--- src/rtl/subinst_rr_scheduler_if.sv ---
// Request/grant bundle between the round-robin scheduler and its sibling requesters.
// master = scheduler side (drives grants), slave = requester side.
interface subinst_rr_scheduler_if #(
  parameter int N_REQ = 5
);
  localparam int IW = $clog2(N_REQ);

  logic [N_REQ-1:0] req;
  logic [N_REQ-1:0] rel;
  logic             res_busy;
  logic [N_REQ-1:0] gnt;
  logic             gnt_valid;
  logic [IW-1:0]    gnt_id;
  logic             timeout;
  logic [IW-1:0]    ptr;

  modport master (
    input  req, rel, res_busy,
    output gnt, gnt_valid, gnt_id, timeout, ptr
  );

  modport slave (
    output req, rel, res_busy,
    input  gnt, gnt_valid, gnt_id, timeout, ptr
  );
endinterface

--- src/rtl/subinst_rr_scheduler.sv ---
// Round-robin owner of one shared resource among N_REQ sibling requesters, with hold timer.
// Latency: grant one cycle after req seen in IDLE; release one cycle after rel/withdraw/expiry.
// Backpressure: res_busy blocks new grants only; a held grant runs to release or timeout.
module subinst_rr_scheduler #(
  parameter int N_REQ    = 5,
  parameter int MAX_HOLD = 8
) (
  input  logic                  clk,
  input  logic                  rst_n,
  subinst_rr_scheduler_if.master bus
);
  localparam int HW  = (MAX_HOLD > 2) ? $clog2(MAX_HOLD) : 1;
  localparam int IW  = $clog2(N_REQ);
  localparam int IW1 = IW + 1;

  typedef enum logic [1:0] {
    IDLE = 2'd0,
    OWN  = 2'd1,
    GAP  = 2'd2
  } state_t;

  state_t           state_q, state_d;
  logic [HW-1:0]    hold_q, hold_d;
  logic [IW-1:0]    id_q, id_d;
  logic [IW-1:0]    ptr_q, ptr_d;
  logic [N_REQ-1:0] gnt_q, gnt_d;
  logic             gnt_valid_q;
  logic             timeout_q, timeout_d;

  logic             pick_vld;
  logic [IW-1:0]    pick_id;
  logic [IW1-1:0]   sum;

  // Scan downward so the candidate closest to ptr is the one left standing.
  always_comb begin
    pick_vld = 1'b0;
    pick_id  = '0;
    sum      = '0;
    for (int k = N_REQ - 1; k >= 0; k--) begin
      sum = {1'b0, ptr_q} + IW1'(k);
      if (sum >= IW1'(N_REQ)) begin
        sum = sum - IW1'(N_REQ);
      end
      if (bus.req[sum[IW-1:0]]) begin
        pick_vld = 1'b1;
        pick_id  = sum[IW-1:0];
      end
    end
  end

  always_comb begin
    state_d   = state_q;
    hold_d    = hold_q;
    id_d      = id_q;
    ptr_d     = ptr_q;
    gnt_d     = gnt_q;
    timeout_d = 1'b0;

    case (state_q)
      IDLE: begin
        if (!bus.res_busy && pick_vld) begin
          state_d          = OWN;
          id_d             = pick_id;
          hold_d           = '0;
          gnt_d            = '0;
          gnt_d[pick_id]   = 1'b1;
        end
      end

      OWN: begin
        // Timeout is raised one edge early so it is visible, registered, in the final owned cycle.
        if (bus.rel[id_q] || !bus.req[id_q] || (hold_q == HW'(MAX_HOLD - 1))) begin
          state_d = GAP;
          gnt_d   = '0;
          id_d    = '0;
          hold_d  = '0;
          ptr_d   = (id_q == IW'(N_REQ - 1)) ? '0 : id_q + IW'(1);
        end else begin
          hold_d    = hold_q + HW'(1);
          timeout_d = (hold_q == HW'(MAX_HOLD - 2));
        end
      end

      GAP: begin
        state_d = IDLE;
      end

      default: begin
        state_d = IDLE;
        gnt_d   = '0;
        id_d    = '0;
        hold_d  = '0;
      end
    endcase
  end

  always_ff @(posedge clk or negedge rst_n) begin
    if (!rst_n) begin
      state_q     <= IDLE;
      hold_q      <= '0;
      id_q        <= '0;
      ptr_q       <= '0;
      gnt_q       <= '0;
      gnt_valid_q <= 1'b0;
      timeout_q   <= 1'b0;
    end else begin
      state_q     <= state_d;
      hold_q      <= hold_d;
      id_q        <= id_d;
      ptr_q       <= ptr_d;
      gnt_q       <= gnt_d;
      gnt_valid_q <= |gnt_d;
      timeout_q   <= timeout_d;
    end
  end

  assign bus.gnt       = gnt_q;
  assign bus.gnt_valid = gnt_valid_q;
  assign bus.gnt_id    = id_q;
  assign bus.timeout   = timeout_q;
  assign bus.ptr       = ptr_q;

endmodule

--- src/flat_wrapper.sv ---
// flat-port wrapper written by rule: the top's interface ports become plain ports
module subinst_rr_scheduler_flat 
#(
  parameter int N_REQ    = 5,
  parameter int MAX_HOLD = 8
)
  (clk, rst_n, bus_req, bus_rel, bus_res_busy, bus_gnt, bus_gnt_valid, bus_gnt_id, bus_timeout, bus_ptr);
  subinst_rr_scheduler_if #(.N_REQ(N_REQ)) bus_i ();
  input  logic clk;
  input  logic rst_n;
  input wire logic [$bits(bus_i.req)-1:0] bus_req;
  input wire logic [$bits(bus_i.rel)-1:0] bus_rel;
  input wire logic [$bits(bus_i.res_busy)-1:0] bus_res_busy;
  output wire logic [$bits(bus_i.gnt)-1:0] bus_gnt;
  output wire logic [$bits(bus_i.gnt_valid)-1:0] bus_gnt_valid;
  output wire logic [$bits(bus_i.gnt_id)-1:0] bus_gnt_id;
  output wire logic [$bits(bus_i.timeout)-1:0] bus_timeout;
  output wire logic [$bits(bus_i.ptr)-1:0] bus_ptr;
  assign bus_i.req = bus_req;
  assign bus_i.rel = bus_rel;
  assign bus_i.res_busy = bus_res_busy;
  assign bus_gnt = bus_i.gnt;
  assign bus_gnt_valid = bus_i.gnt_valid;
  assign bus_gnt_id = bus_i.gnt_id;
  assign bus_timeout = bus_i.timeout;
  assign bus_ptr = bus_i.ptr;
  subinst_rr_scheduler #(.N_REQ(N_REQ), .MAX_HOLD(MAX_HOLD)) u_core (.clk(clk), .rst_n(rst_n), .bus(bus_i));
endmodule
--- config.mk ---
export PLATFORM = sky130hd
export DESIGN_NAME = subinst_rr_scheduler_flat
export DESIGN_NICKNAME = d
export VERILOG_FILES = /design/src/rtl/subinst_rr_scheduler_if.sv /design/src/rtl/subinst_rr_scheduler.sv /design/src/flat_wrapper.sv
export SDC_FILE = /design/constraint.sdc
export NUM_CORES = 1
export LEC_CHECK = 0
export ABC_CLOCK_PERIOD_IN_PS = 3800
export CAP_MARGIN = 20
export CORE_MARGIN = 2
export CORE_UTILIZATION = 45
export CTS_CLUSTER_DIAMETER = 50
export CTS_CLUSTER_SIZE = 28
export DETAILED_ROUTE_END_ITERATION = 10
export PLACE_DENSITY = 0.64
export SLEW_MARGIN = 20
export SYNTH_ARGS = -nofsm -noshare
export SYNTH_HDL_FRONTEND = slang
export SYNTH_SLANG_ARGS = --single-unit
--- constraint.sdc ---
create_clock -name clk -period 3.8 [get_ports clk]
set_input_delay 0.38 -clock clk [delete_from_list [all_inputs] [get_ports clk]]
set_output_delay 0.38 -clock clk [all_outputs]
set_load 0.01 [all_outputs]
# Yosys cells after proc, flatten, opt, wreduce, memory -nomap -nowiden
# Cells that the tools add are included.
totals:
  reg_bits: 18
  input_bits: 13
  elab_cells: 97
classes:
  n_addsub: 11
  eq_ne: 7
  order_cmp: 13
  n_reduce_logical: 12
  n_mux: 46
  bitwise: 1
ops:
  columns: ["operator", "count"]
  rows:
  - ["$mux 3", 15]
  - ["$lt 3x4->1 const B", 7]
  - ["$bmux 1 s3", 7]
  - ["$pmux 3 s3", 2]
  - ["$ge 4x3->1 const B", 4]
  - ["$mux 1", 15]
  - ["$pmux 5 s3", 1]
  - ["$sub 3x3->3 const B", 5]
  - ["$mux 5", 2]
  - ["$eq 3x3->1 const B", 3]
  - ["$add 3x2->4 const B", 2]
  - ["$add 3x1->3 const B", 2]
  - ["$reduce_and 2->1", 3]
  - ["$reduce_or 5->1", 1]
  - ["$add 3x1->4 const B", 1]
  - ["$add 3x3->4 const B", 1]
  - ["$mux 2", 2]
  - ["$ne 2x1->1 const B", 2]
  - ["$pmux 2 s2", 1]
  - ["$demux 1 s3", 1]
  - ["$ge 3x1->1 const B", 1]
  - ["$ge 3x3->1 const B", 1]
  - ["$reduce_and 3->1", 1]
  - ["$eq 2x1->1 const B", 1]
  - ["other kinds (6)", 9]

# Depth between registers and ports, before layout
# Gate-level depths: netlist of the first run.
logic_depth:
  depth_word: 17
  ltp_mapped: 16
  depth_no_buf: 13

# Worst setup path after synthesis of the first run
# Ideal clock, no wire load.
synth_path:
  kind: "reg-to-reg"
  from: "reg u_core.ptr_q[0] (netlist: u_core.bus.ptr[0])"
  to: "reg u_core.gnt_valid_q (netlist: u_core.bus.gnt_valid)"
  stages_incl_launch_ff: 17
  t_arrival_ns: 3.470
  setup_time_ns: 0.134
  setup_slack_ns: 0.196
  t_required_ns: 3.666
  path_buffers: 5
  cell_sequence: "dfrtp_1 > buf_4 > inv_2 > buf_2 > ha_1 > ha_1 > clkbuf_1 > clkbuf_1 > nor3_1 > a21o_1 > a31o_1 > and4_1 > a311o_1 > buf_2 > o21a_1 > a221oi_1 > nand4_1"
synth_between:
  elab_chain_cells: 17
  word_cells_on_any_way: 48
synth_rtl:
  columns: ["element", "line", "text"]
  rows:
  - ["start: declaration", "subinst_rr_scheduler.sv:25", "logic [IW-1:0] ptr_q, ptr_d;"]
  - ["start signal: assignment", "subinst_rr_scheduler.sv:110", "ptr_q <= ptr_d;"]
  - ["$add 3x3->4", "subinst_rr_scheduler.sv:40", "sum = {1'b0, ptr_q} + IW1'(k);"]
  - ["$ge 4x3->1 or $sub 3x3->3 (tied branches)", "subinst_rr_scheduler.sv:41, subinst_rr_scheduler.sv:42", null]
  - ["$mux 3", "subinst_rr_scheduler.sv:41", "if (sum >= IW1'(N_REQ)) begin"]
  - ["$bmux 1 s3", "subinst_rr_scheduler.sv:44", "if (bus.req[sum[IW-1:0]]) begin"]
  - ["$mux 1 (not written as such)", "subinst_rr_scheduler.sv:44", null]
  - ["$mux 3 (5 in series)", "subinst_rr_scheduler.sv:44", null]
  - ["$lt 3x4->1 (not written as such) or $ge 3x1->1 (tied branches)", "subinst_rr_scheduler.sv:66", "gnt_d[pick_id] = 1'b1;"]
  - ["$logic_and 1x1->1 (not written as such)", "subinst_rr_scheduler.sv:66", null]
  - ["$mux 1 (not written as such)", "subinst_rr_scheduler.sv:66", null]
  - ["$demux 1 s3", null, null]
  - ["$mux 5 *", "subinst_rr_scheduler.sv:61", "if (!bus.res_busy && pick_vld) begin"]
  - ["$pmux 5 s3 *", "subinst_rr_scheduler.sv:59", "case (state_q)"]
  - ["$reduce_or 5->1 *", "subinst_rr_scheduler.sv:112", "gnt_valid_q <= |gnt_d;"]
  - ["end signal: assignment", "subinst_rr_scheduler.sv:112", null]
  - ["end: declaration", "subinst_rr_scheduler.sv:27", "logic gnt_valid_q;"]
# Every way passes the cells marked *; elsewhere a longest branch is shown, timed or not. The select of a mux whose other input is x is not followed.
# A chain may end at the register's enable or synchronous reset.

# Final worst setup path of the first run
layout_path:
  from: "reg u_core.ptr_q[1] (netlist: u_core.bus.ptr[1])"
  to: "reg u_core.gnt_valid_q (netlist: u_core.bus.gnt_valid)"
# The elaborated chain is that of the path after synthesis.

==> results of run 1 <==
## worst reg2reg max path, cell delays in order (launching register included)
cell      delay, ns
dfrtp_1        0.45
inv_1          0.15
ha_1           0.23
ha_1           0.60
o21bai_1       0.18
nor4_1         0.20
a211oi_1       0.09
a31o_1         0.27
and4_1         0.24
a311o_1        0.50
o21a_1         0.16
a221oi_1       0.21
nand4_1        0.12
## cell families (layout without fill, tap and decap cells)
| logic type | Yosys count | in the layout | synth area share [%] |
|---|---|---|---|
| multiplexers | 5 | 5 | 2.42 |
| AO/OA/AOI/OAI | 96 | 96 | 33.5 |
| XOR/XNOR | 2 | 2 | 0.827 |
| AND/OR/NAND/NOR | 102 | 102 | 25.9 |
| buffers and inverters | 35 | 57 | 7.50 |
| flip-flops | 18 | 18 | 21.3 |
| adder cells (fa/ha/maj) | 14 | 14 | 8.62 |
## stage by stage
stage / util, % / total power [mW]
after global routing: 55.5 / 2.69
after CTS: 55.5 / 2.45
after detailed placement: 54.6 / 2.31
after global placement: 54.6 / 2.31
after floorplan: - / 1.80
final: 55.5 / 2.49
## flip-flops by register name, summed over array words and instances, names as in the netlist
signal / cells
u_core.bus.gnt_valid: 1
u_core.bus.gnt: 5
u_core.hold_q: 3
u_core.bus.gnt_id: 3
u_core.bus.timeout: 1
u_core.state_q: 2
u_core.bus.ptr: 3
## path summary, 6_finish.rpt
check	start	endpoint	slack, ns	cells after the start
min in group asynchronous	rst_n	u_core.bus.gnt[1]	0.60	1
worst min-delay path	u_core.bus.gnt[4]	u_core.bus.gnt[4]	0.50	1
worst min register to register	u_core.bus.gnt[4]	u_core.bus.gnt[4]	0.50	1
worst max-delay path	u_core.bus.ptr[1]	u_core.bus.gnt_valid	0.27	12
worst max register to register	u_core.bus.ptr[1]	u_core.bus.gnt_valid	0.27	12
max in group asynchronous	rst_n	u_core.state_q[1]	2.69	1
## synth_stat cells (3+ instances only)
| cell type | number |
|---|---|
| mux2i_1 | 4 |
| a22o_1 | 3 |
| nor2_1 | 17 |
| a31o_1 | 3 |
| a21o_1 | 7 |
| a211oi_1 | 3 |
| nand2b_1 | 6 |
| o21ai_0 | 18 |
| and4_1 | 3 |
| nand3_1 | 6 |
| buf_2 | 10 |
| a31oi_1 | 5 |
| nor3_1 | 5 |
| nand3b_1 | 5 |
| o211ai_1 | 4 |
| and3_1 | 7 |
| nand2_1 | 29 |
| dfrtp_1 | 18 |
| a21oi_1 | 13 |
| clkbuf_1 | 4 |
| nor2b_1 | 6 |
| inv_1 | 17 |
| ha_1 | 13 |
| and2_1 | 3 |
| o21ai_1 | 4 |
## area by class of cell
class,count,area (um^2)
Fill cell,440,1980
Sequential cell,18,450
Multi-Input combinational cell,219,1510
Inverter,18,67.6
Clock buffer,3,41.3
Timing Repair Buffer,36,333
Tap cell,52,65.1
## power breakdown
group | switching [mW] | total, mW | internal [mW]
Clock | 0.0611 | 0.131 | 0.0704
Combinational | 1.21 | 2.04 | 0.837
Sequential | 0.0614 | 0.314 | 0.253
Total | 1.33 | 2.49 | 1.16
## routing by layer
layer / GRT usage, % / vias to the layer above
li1: - / 1069
met2: 35.7 / 100
met1: 35.5 / 1064
met3: 4.56 / 15
met4: 5.14 / 0
met5: 0 / -
==> run summary, run 1 <==
Outcome: finished clean
Initial antenna violation count: 0
IO Pins: 26
Clk_skew: 0.00179 ns
CTS resizes: 0
Post-Layout Inst Area: 2470 um^2
Async SR Flop Fraction: 100%
Area share of the leading cell type in the synthesized netlist: 21.3%
LEAKAGE: 1.09 nW
Final Critical Period: 3.53 ns
I/O Buffers: 25
# Max-Cap Violations: 0
CP startpoint kind: register
Core Rows: 24
First-pass GRT wire length: 9.86 mm
Initial core utilization: 47.7%
Core area: 4440 um^2
Post-DP Area: 2420 um^2
Critical path buffers and inverters: 1
Via/cell ratio: 6.50
Final Slew Violations: 0
Initial DRC Count: 245
Number of global-route vias before repair: 1,984
DP Worst Slack: 0.333 ns
Most frequent cells in the layout: 29 x nand2_1, 25 x clkdlybuf4s50_1, 18 x o21ai_0, 18 x dfrtp_1
Post-Syn Area: 2120 um^2
Max Clk Rate: 0.283 GHz
#FFs+latches synth: 18
CP max-delay cell: ha_1
Post-synth top area cell: dfrtp_1
WL met1: 2.77 mm
Distinct cells, synth: 72
Worst-Skew Late Latency: 0.25 ns
Final WS setup: 0.271 ns
Avg Inst Size Synth: 7.79 um^2
Commonest non-fill, non-tap cell in the layout: nand2_1
Die Area: 5270 um^2
Total wire length: 6.13 mm
Vias: 2,248
Share of cells above drive strength 1: 8.16%
Area delta synth->final: 16.4%
Number of diodes: 0
Tcrit/Tclk final: 92.9%
Setup TNS: 0 ns
CTS Buffer Depth: 2
Largest net degree at the start of global routing: 29
Die width: 72.6 um
Htree depth: 1
EDFF count, synth: 0
DR WL met3: 510 um
Total global-route track usage: 23.8%
Worst-path fanout max: 16
Per-cell routed wire length: 17.7 um
Crit end category: register
Slowest cell delay on critical path: 0.60 ns
Syn Nets: 299
Finished Layout Cells: 346
Total clock sinks: 18
Worst hold-check path type: register to register
GRT Residual Overflow: 0
Cell mode on critical path: ha_1
Cells after Synth: 272
Final hold violations: 0
Worst Max-Slew Pin Slew: 0.823 ns
Cells after DPL: 343
Critical path class: register to register
Post-CTS Setup Inserts: 0
Hold buffer count at cts: 0
Number of CTS-inserted buffers: 3
Wire length on met2: 2.74 mm
WP data arrival: 3.66 ns
Main flop type after synthesis: dfrtp_1
CTS tree: yes
Top sig layer: met4
DR pass1 iterations: 5
Die H: 72.6 um
VDD IR max: 0.466 mV
Root Buffer: clkbuf_8
Critical-path cell list: inv_1 -> ha_1 -> ha_1 -> o21bai_1 -> nor4_1 -> a211oi_1 -> a31o_1 -> and4_1 -> a311o_1 -> o21a_1 -> a221oi_1 -> nand4_1
Pwr Density: 1010 nW/um^2
Synth warn: 0
Clk slew on worst S/H paths: 0.06 ns
Largest delay share family, worst path: compound AO/OA/AOI/OAI gates
Final setup fails: 0
RD Place Congestion: 0.963
DP HPWL: 4.61 mm
Detail Route Antenna Nets: 0
DRC Markers: 0
Minimum hold slack: 0.505 ns
Most area-consuming cells after synthesis: dfrtp_1 21%, ha_1 7.7%, nand2_1 5.1%
Final net count: 323
Sequential-to-total area share from yosys stat: 21.3%
CP required: 3.93 ns
Slew Limit Headroom: 45.0%
RSZ-0062 raised after global routing: no
Power figures use the tool's default switching activity.
==> run 2: changes to the inputs <==
--- a/config.mk
+++ b/config.mk
@@ -5,7 +5,7 @@
 export SDC_FILE = /design/constraint.sdc
 export NUM_CORES = 1
 export LEC_CHECK = 0
-export ABC_CLOCK_PERIOD_IN_PS = 3800
+export ABC_CLOCK_PERIOD_IN_PS = 4500
 export CAP_MARGIN = 20
 export CORE_MARGIN = 2
 export CORE_UTILIZATION = 45
==> constraint.sdc (replaced) <==
create_clock -name clk -period 4.5 [get_ports clk]
set_input_delay 0.45 -clock clk [delete_from_list [all_inputs] [get_ports clk]]
set_output_delay 0.45 -clock clk [all_outputs]
set_load 0.01 [all_outputs]
==> run 2 against run 1 <==
Core utilization fell by 1.0 points. Combinational power shrank 20%. Worst setup slack improved by 0.29 ns. Clock power fell by 16%. Die area is the same. Hold slack got worse by 0.00065 ns. Sequential share of layout area up 0.34 points. Flip-flop and latch count unchanged. Cell area decreased by 1.8%. Register-to-register slack improved by 0.29 ns. Clock skew grew 0.00051 ns. Non-clock buffer count decreased by 6.
==> run summary, run 2 (synthesis gave the netlist of run 1 again) <==
Clk_skew: 0.00230 ns (+0.000513 ns)
DP HPWL: 4.36 mm (-5.6%)
Die H: 72.6 um (unchanged)
Detail Route Antenna Nets: 0 (unchanged)
Worst Max-Slew Pin Slew: 0.821 ns (-0.00148 ns)
Slew Limit Headroom: 45.1% (+0.099 points)
Final hold violations: 0 (unchanged)
Cells after DPL: 337 (-1.7%)
Finished Layout Cells: 340 (-1.7%)
Max Clk Rate: 0.254 GHz (-10%)
Per-cell routed wire length: 16.8 um (-5.2%)
Tcrit/Tclk final: 87.5% (-5.3 points)
Critical path class: register to register
Crit end category: register
Setup TNS: 0 ns (unchanged)
Number of global-route vias before repair: 1,928 (-2.8%)
Worst-path fanout max: 16 (unchanged)
Storage cell area: 450 um^2 (unchanged)
Worst-Skew Late Latency: 0.25 ns (about the same)
Largest net degree at the start of global routing: 23 (-21%)
Multi-input combinational cell area: 1510 um^2 (unchanged)
Total clock sinks: 18 (unchanged)
Total global-route track usage: 22.9% (-0.92 points)
Core Rows: 24 (unchanged)
Max reg flops: 5 (unchanged)
DR pass1 iterations: 5 (unchanged)
GRT Residual Overflow: 0 (unchanged)
Number of diodes: 0 (unchanged)
RD Place Congestion: 0.953 (-1.0%)
LEAKAGE: 1.06 nW (-2.7%)
Total wire length: 5.72 mm (-6.8%)
Initial core utilization: 47.7% (unchanged)
Die width: 72.6 um (unchanged)
Fillers: 423 (-3.9%)
Post-DP Area: 2380 um^2 (-1.9%)
Via/cell ratio: 6.35 (-2.2%)
Worst hold-check path type: register to register
Final WS setup: 0.561 ns (+0.289 ns)
CTS tree: yes
Commonest non-fill, non-tap cell in the layout: nand2_1
Final Slew Violations: 0 (unchanged)
WP data arrival: 4.06 ns (+0.40 ns)
Pwr Density: 845 nW/um^2 (-16%)
Final setup fails: 0 (unchanged)
CTS resizes: 0 (unchanged)
Final Critical Period: 3.94 ns (+0.411 ns)
Number of CTS-inserted buffers: 3 (unchanged)
Share of cells above drive strength 1: 6.25% (-1.9 points)
Htree depth: 1 (unchanged)
Hold buffer count at cts: 0 (unchanged)
RSZ-0062 raised after global routing: no
CP startpoint kind: register
IO Pins: 26 (unchanged)
Initial DRC Count: 195 (-20%)
Post-Layout Inst Area: 2420 um^2 (-1.8%)
First-pass GRT wire length: 9.59 mm (-2.7%)
Initial antenna violation count: 0 (unchanged)
DP Worst Slack: 0.585 ns (+0.252 ns)
Final net count: 317 (-1.9%)
Area delta synth->final: 14.3%
Clk slew on worst S/H paths: 0.07 ns (about the same)
CP required: 4.62 ns (+0.69 ns)
I/O Buffers: 25 (unchanged)
Root Buffer: clkbuf_8
# Max-Cap Violations: 0 (unchanged)
Most frequent cells in the layout: 29 x nand2_1, 25 x clkdlybuf4s50_1, 18 x o21ai_0, 18 x dfrtp_1
DRC Markers: 0 (unchanged)
VDD IR max: 0.392 mV (-16%)
Post-CTS Setup Inserts: 0 (unchanged)
CTS Buffer Depth: 2 (unchanged)
Vias: 2,160 (-3.9%)
Core area: 4440 um^2 (unchanged)
Die Area: 5270 um^2 (unchanged)
Outcome: finished clean
run 2: cell types whose count changed in the layout (fill, tap and decap cells not counted):
cell | before | now
buf_4 | 11 | 5
run 2: through the flow:
| stage | hold WS [ns] | power, mW | utilization (%) |
|---|---|---|---|
| 2_1_floorplan | 0.154 | 1.52 | - |
| 3_3_place_gp | 0.490 | 1.92 | 53.5 |
| 3_5_place_dp | 0.497 | 1.90 | 53.5 |
| 4_1_cts | 0.512 | 2.02 | 54.5 |
| 5_1_grt | 0.522 | 2.25 | 54.5 |
| 6_report | 0.504 | 2.05 | 54.5 |
run 2: path summary, 6_finish.rpt:
check	startpoint	end	slack, ns	cells after the start
hold reg to reg	u_core.bus.gnt[4]	u_core.bus.gnt[4]	0.50	1
setup / recovery	u_core.bus.ptr[1]	u_core.bus.gnt_valid	0.56	12
hold / removal	u_core.bus.gnt[4]	u_core.bus.gnt[4]	0.50	1
max in group asynchronous	rst_n	u_core.bus.ptr[0]	3.32	1
min in group asynchronous	rst_n	u_core.bus.gnt[2]	0.67	1
setup reg to reg	u_core.bus.ptr[1]	u_core.bus.gnt_valid	0.56	12
run 2: cell type report:
| cell class | instances | share of cell area, % |
|---|---|---|
| multi-input cells | 219 | 62.3 |
| flip-flops and latches | 18 | 18.6 |
| repair buffers | 30 | 11.9 |
| inverters | 18 | 2.79 |
| well taps | 52 | 2.69 |
| clock buffers | 3 | 1.71 |
run 2: critical path, stage by stage, from the launching register on:
cell      delay [ns]
dfrtp_1         0.62
inv_1           0.28
ha_1            0.27
ha_1            0.61
o21bai_1        0.17
nor4_1          0.21
a211oi_1        0.10
a31o_1          0.28
and4_1          0.25
a311o_1         0.49
o21a_1          0.16
a221oi_1        0.23
nand4_1         0.13
run 2: where the power goes:
group          internal, mW  leakage, nW  switching [mW]
sequential            0.213        0.240          0.0818
combinational         0.680        0.797           0.961
clock                0.0593       0.0216          0.0504
run 2: layer usage:
| metal | vias to the layer above | GRT usage [%] | share of wire [%] |
|---|---|---|---|
| met5 | - | 0 | 0 |
| met4 | 0 | 4.32 | 0.79 |
| met3 | 4 | 5.66 | 7.0 |
| met2 | 82 | 33.7 | 45 |
| met1 | 1021 | 34.0 | 47 |
| li1 | 1053 | - | - |
==> run 3: changes to the inputs <==
--- a/config.mk
+++ b/config.mk
@@ -5,14 +5,15 @@
 export SDC_FILE = /design/constraint.sdc
 export NUM_CORES = 1
 export LEC_CHECK = 0
-export ABC_CLOCK_PERIOD_IN_PS = 4500
+export ABC_CLOCK_PERIOD_IN_PS = 3500
 export CAP_MARGIN = 20
 export CORE_MARGIN = 2
 export CORE_UTILIZATION = 45
 export CTS_CLUSTER_DIAMETER = 50
 export CTS_CLUSTER_SIZE = 28
 export DETAILED_ROUTE_END_ITERATION = 10
-export PLACE_DENSITY = 0.64
+export GPL_TIMING_DRIVEN = 0
+export PLACE_DENSITY = 0.66
 export SLEW_MARGIN = 20
 export SYNTH_ARGS = -nofsm -noshare
 export SYNTH_HDL_FRONTEND = slang
==> constraint.sdc (replaced) <==
create_clock -name clk -period 3.5 [get_ports clk]
set_input_delay 0.35 -clock clk [delete_from_list [all_inputs] [get_ports clk]]
set_output_delay 0.35 -clock clk [all_outputs]
set_load 0.01 [all_outputs]
==> run 3 against run 2 <==
Cell count is 5.6% higher. Cell area grew 13%. Count of clock-buffer cells in the layout is 1 higher. Register-to-register slack got worse by 0.46 ns. Flip-flop and latch count stayed put. Sequential share of layout area decreased by 2.0 points.
==> run summary, run 3 (synthesis gave the netlist of run 1 again) <==
Initial DRC Count: 306 (+57%)
Total clock sinks: 18 (unchanged)
Total wire length: 6.63 mm (+16%)
Final hold violations: 0 (unchanged)
Reg2Reg Setup Slack: 0.10 ns (-0.46 ns)
Die width: 72.6 um (unchanged)
Initial antenna violation count: 0 (unchanged)
Final Critical Period: 3.40 ns (-0.540 ns)
IO Pins: 26 (unchanged)
Total global-route track usage: 25.4% (+2.5 points)
Crit end category: register
Critical path class: register to register
Clk_skew: 0.00214 ns (-0.000164 ns)
Finished Layout Cells: 359 (+5.6%)
Htree depth: 1 (unchanged)
Area delta synth->final: 28.9%
DR pass1 iterations: 5 (unchanged)
RD Place Congestion: 0.955 (+0.14%)
Max Clk Rate: 0.294 GHz (+16%)
Die Area: 5270 um^2 (unchanged)
GRT Residual Overflow: 0 (unchanged)
Detail Route Antenna Nets: 0 (unchanged)
CP required: 3.70 ns (-0.92 ns)
Number of CTS-inserted buffers: 3 (unchanged)
CTS tree: yes
Worst-Skew Late Latency: 0.26 ns (about the same)
Fillers: 412 (-2.6%)
Commonest non-fill, non-tap cell in the layout: nand2_1
Post-Layout Inst Area: 2730 um^2 (+13%)
Per-cell routed wire length: 18.5 um (+9.9%)
Most frequent cells in the layout: 29 x nand2_1, 23 x clkdlybuf4s50_1, 17 x nor2_1
Final setup fails: 0 (unchanged)
WP data arrival: 3.59 ns (-0.47 ns)
DP HPWL: 4.61 mm (+5.9%)
Final WS setup: 0.100 ns (-0.460 ns)
CP startpoint kind: register
DP Worst Slack: -0.507 ns (-1.09 ns)
Storage cell area: 454 um^2 (+0.83%)
# Max-Cap Violations: 0 (unchanged)
Initial core utilization: 47.7% (unchanged)
Worst-path fanout max: 11 (-5)
Die H: 72.6 um (unchanged)
Via/cell ratio: 6.32 (-0.56%)
Share of cells above drive strength 1: 21.2% (+15 points)
Core Rows: 24 (unchanged)
Max reg flops: 5 (unchanged)
Final net count: 335 (+5.7%)
Worst Max-Slew Pin Slew: 0.802 ns (-0.0195 ns)
Number of diodes: 0 (unchanged)
Clk slew on worst S/H paths: 0.07 ns (about the same)
I/O Buffers: 23 (-8.0%)
Largest net degree at the start of global routing: 19 (-17%)
Post-DP Area: 2430 um^2 (+1.9%)
Slew Limit Headroom: 46.4% (+1.3 points)
Multi-input combinational cell area: 1680 um^2 (+12%)
Tcrit/Tclk final: 97.1% (+9.6 points)
Cells after DPL: 347 (+3.0%)
Root Buffer: clkbuf_8
Outcome: finished clean
Number of global-route vias before repair: 2,087 (+8.2%)
CTS Buffer Depth: 2 (unchanged)
First-pass GRT wire length: 10.5 mm (+9.6%)
DRC Markers: 0 (unchanged)
Worst hold-check path type: register to register
Final Slew Violations: 0 (unchanged)
Core area: 4440 um^2 (unchanged)
Vias: 2,268 (+5.0%)
[run 3: cell count changes in the layout (fill, tap and decap cells not counted), moves of 3 or more]
cell and change:
o21ai_2 +3, dfrtp_2 +3, buf_2 +7, clkbuf_1 +3
ha_1 -3, dfrtp_1 -3, o21ai_0 -4, buf_4 +7
[run 3: area by class of cell]
class,count,area share [%]
tap,52,2.38
timing repair buffer,33,11.2
multi-input combinational,219,61.6
sequential,18,16.6
clock buffer,4,1.65
inverter,18,2.89
buffer,15,3.62
[run 3: repair_timing]
action / CTS / global route
gates resized for setup: 20 / 27
endpoints found under the setup margin: 13 / 9
cloned: 0 / 0
buffers inserted: 7 / 3
pin swaps: 2 / 8
hold buffers: 0 / 0
[run 3: routing by layer]
metal  GRT usage (%)  wire, um
met2            38.3      3000
met3            3.45       425
met1            38.1      3120
met5               0         0
met4            6.58        85
[run 3: worst max-delay path, cell delays in order (launching register included)]
cell and delay, ns:
dfrtp_2 0.50, inv_8 0.10, buf_8 0.14, ha_2 0.33
or4b_4 0.49, a21oi_2 0.11, a41oi_1 0.07, a31o_1 0.28
nor4bb_1 0.18, o311ai_4 0.32, o311ai_4 0.15, or4b_1 0.56
nand4_1 0.10
[run 3: metrics by stage]
step	hold WS (ns)	TNS [ns]	utilization (%)
floorplan	0.0544	0	-
global placement	0.491	-3.84	54.6
detailed placement	0.499	-3.97	54.6
CTS	0.510	0	58.2
global route	0.542	-0.0231	61.4
finish	0.507	0	61.4
[run 3: path summary, 6_finish.rpt]
path | start | to | depth (start not counted)
worst min register to register | u_core.bus.gnt[1] | u_core.bus.gnt[1] | 2
worst min-delay path | u_core.bus.gnt[1] | u_core.bus.gnt[1] | 2
min in group asynchronous | rst_n | u_core.bus.gnt[1] | 1
worst max-delay path | u_core.bus.ptr[0] | u_core.bus.gnt_valid | 12
worst max register to register | u_core.bus.ptr[0] | u_core.bus.gnt_valid | 12
max in group asynchronous | rst_n | u_core.bus.ptr[2] | 1
Power of run 3 is left out: the tool's default activity adds up to more than one toggle a clock period on the data nets, which glitch-free logic cannot reach.
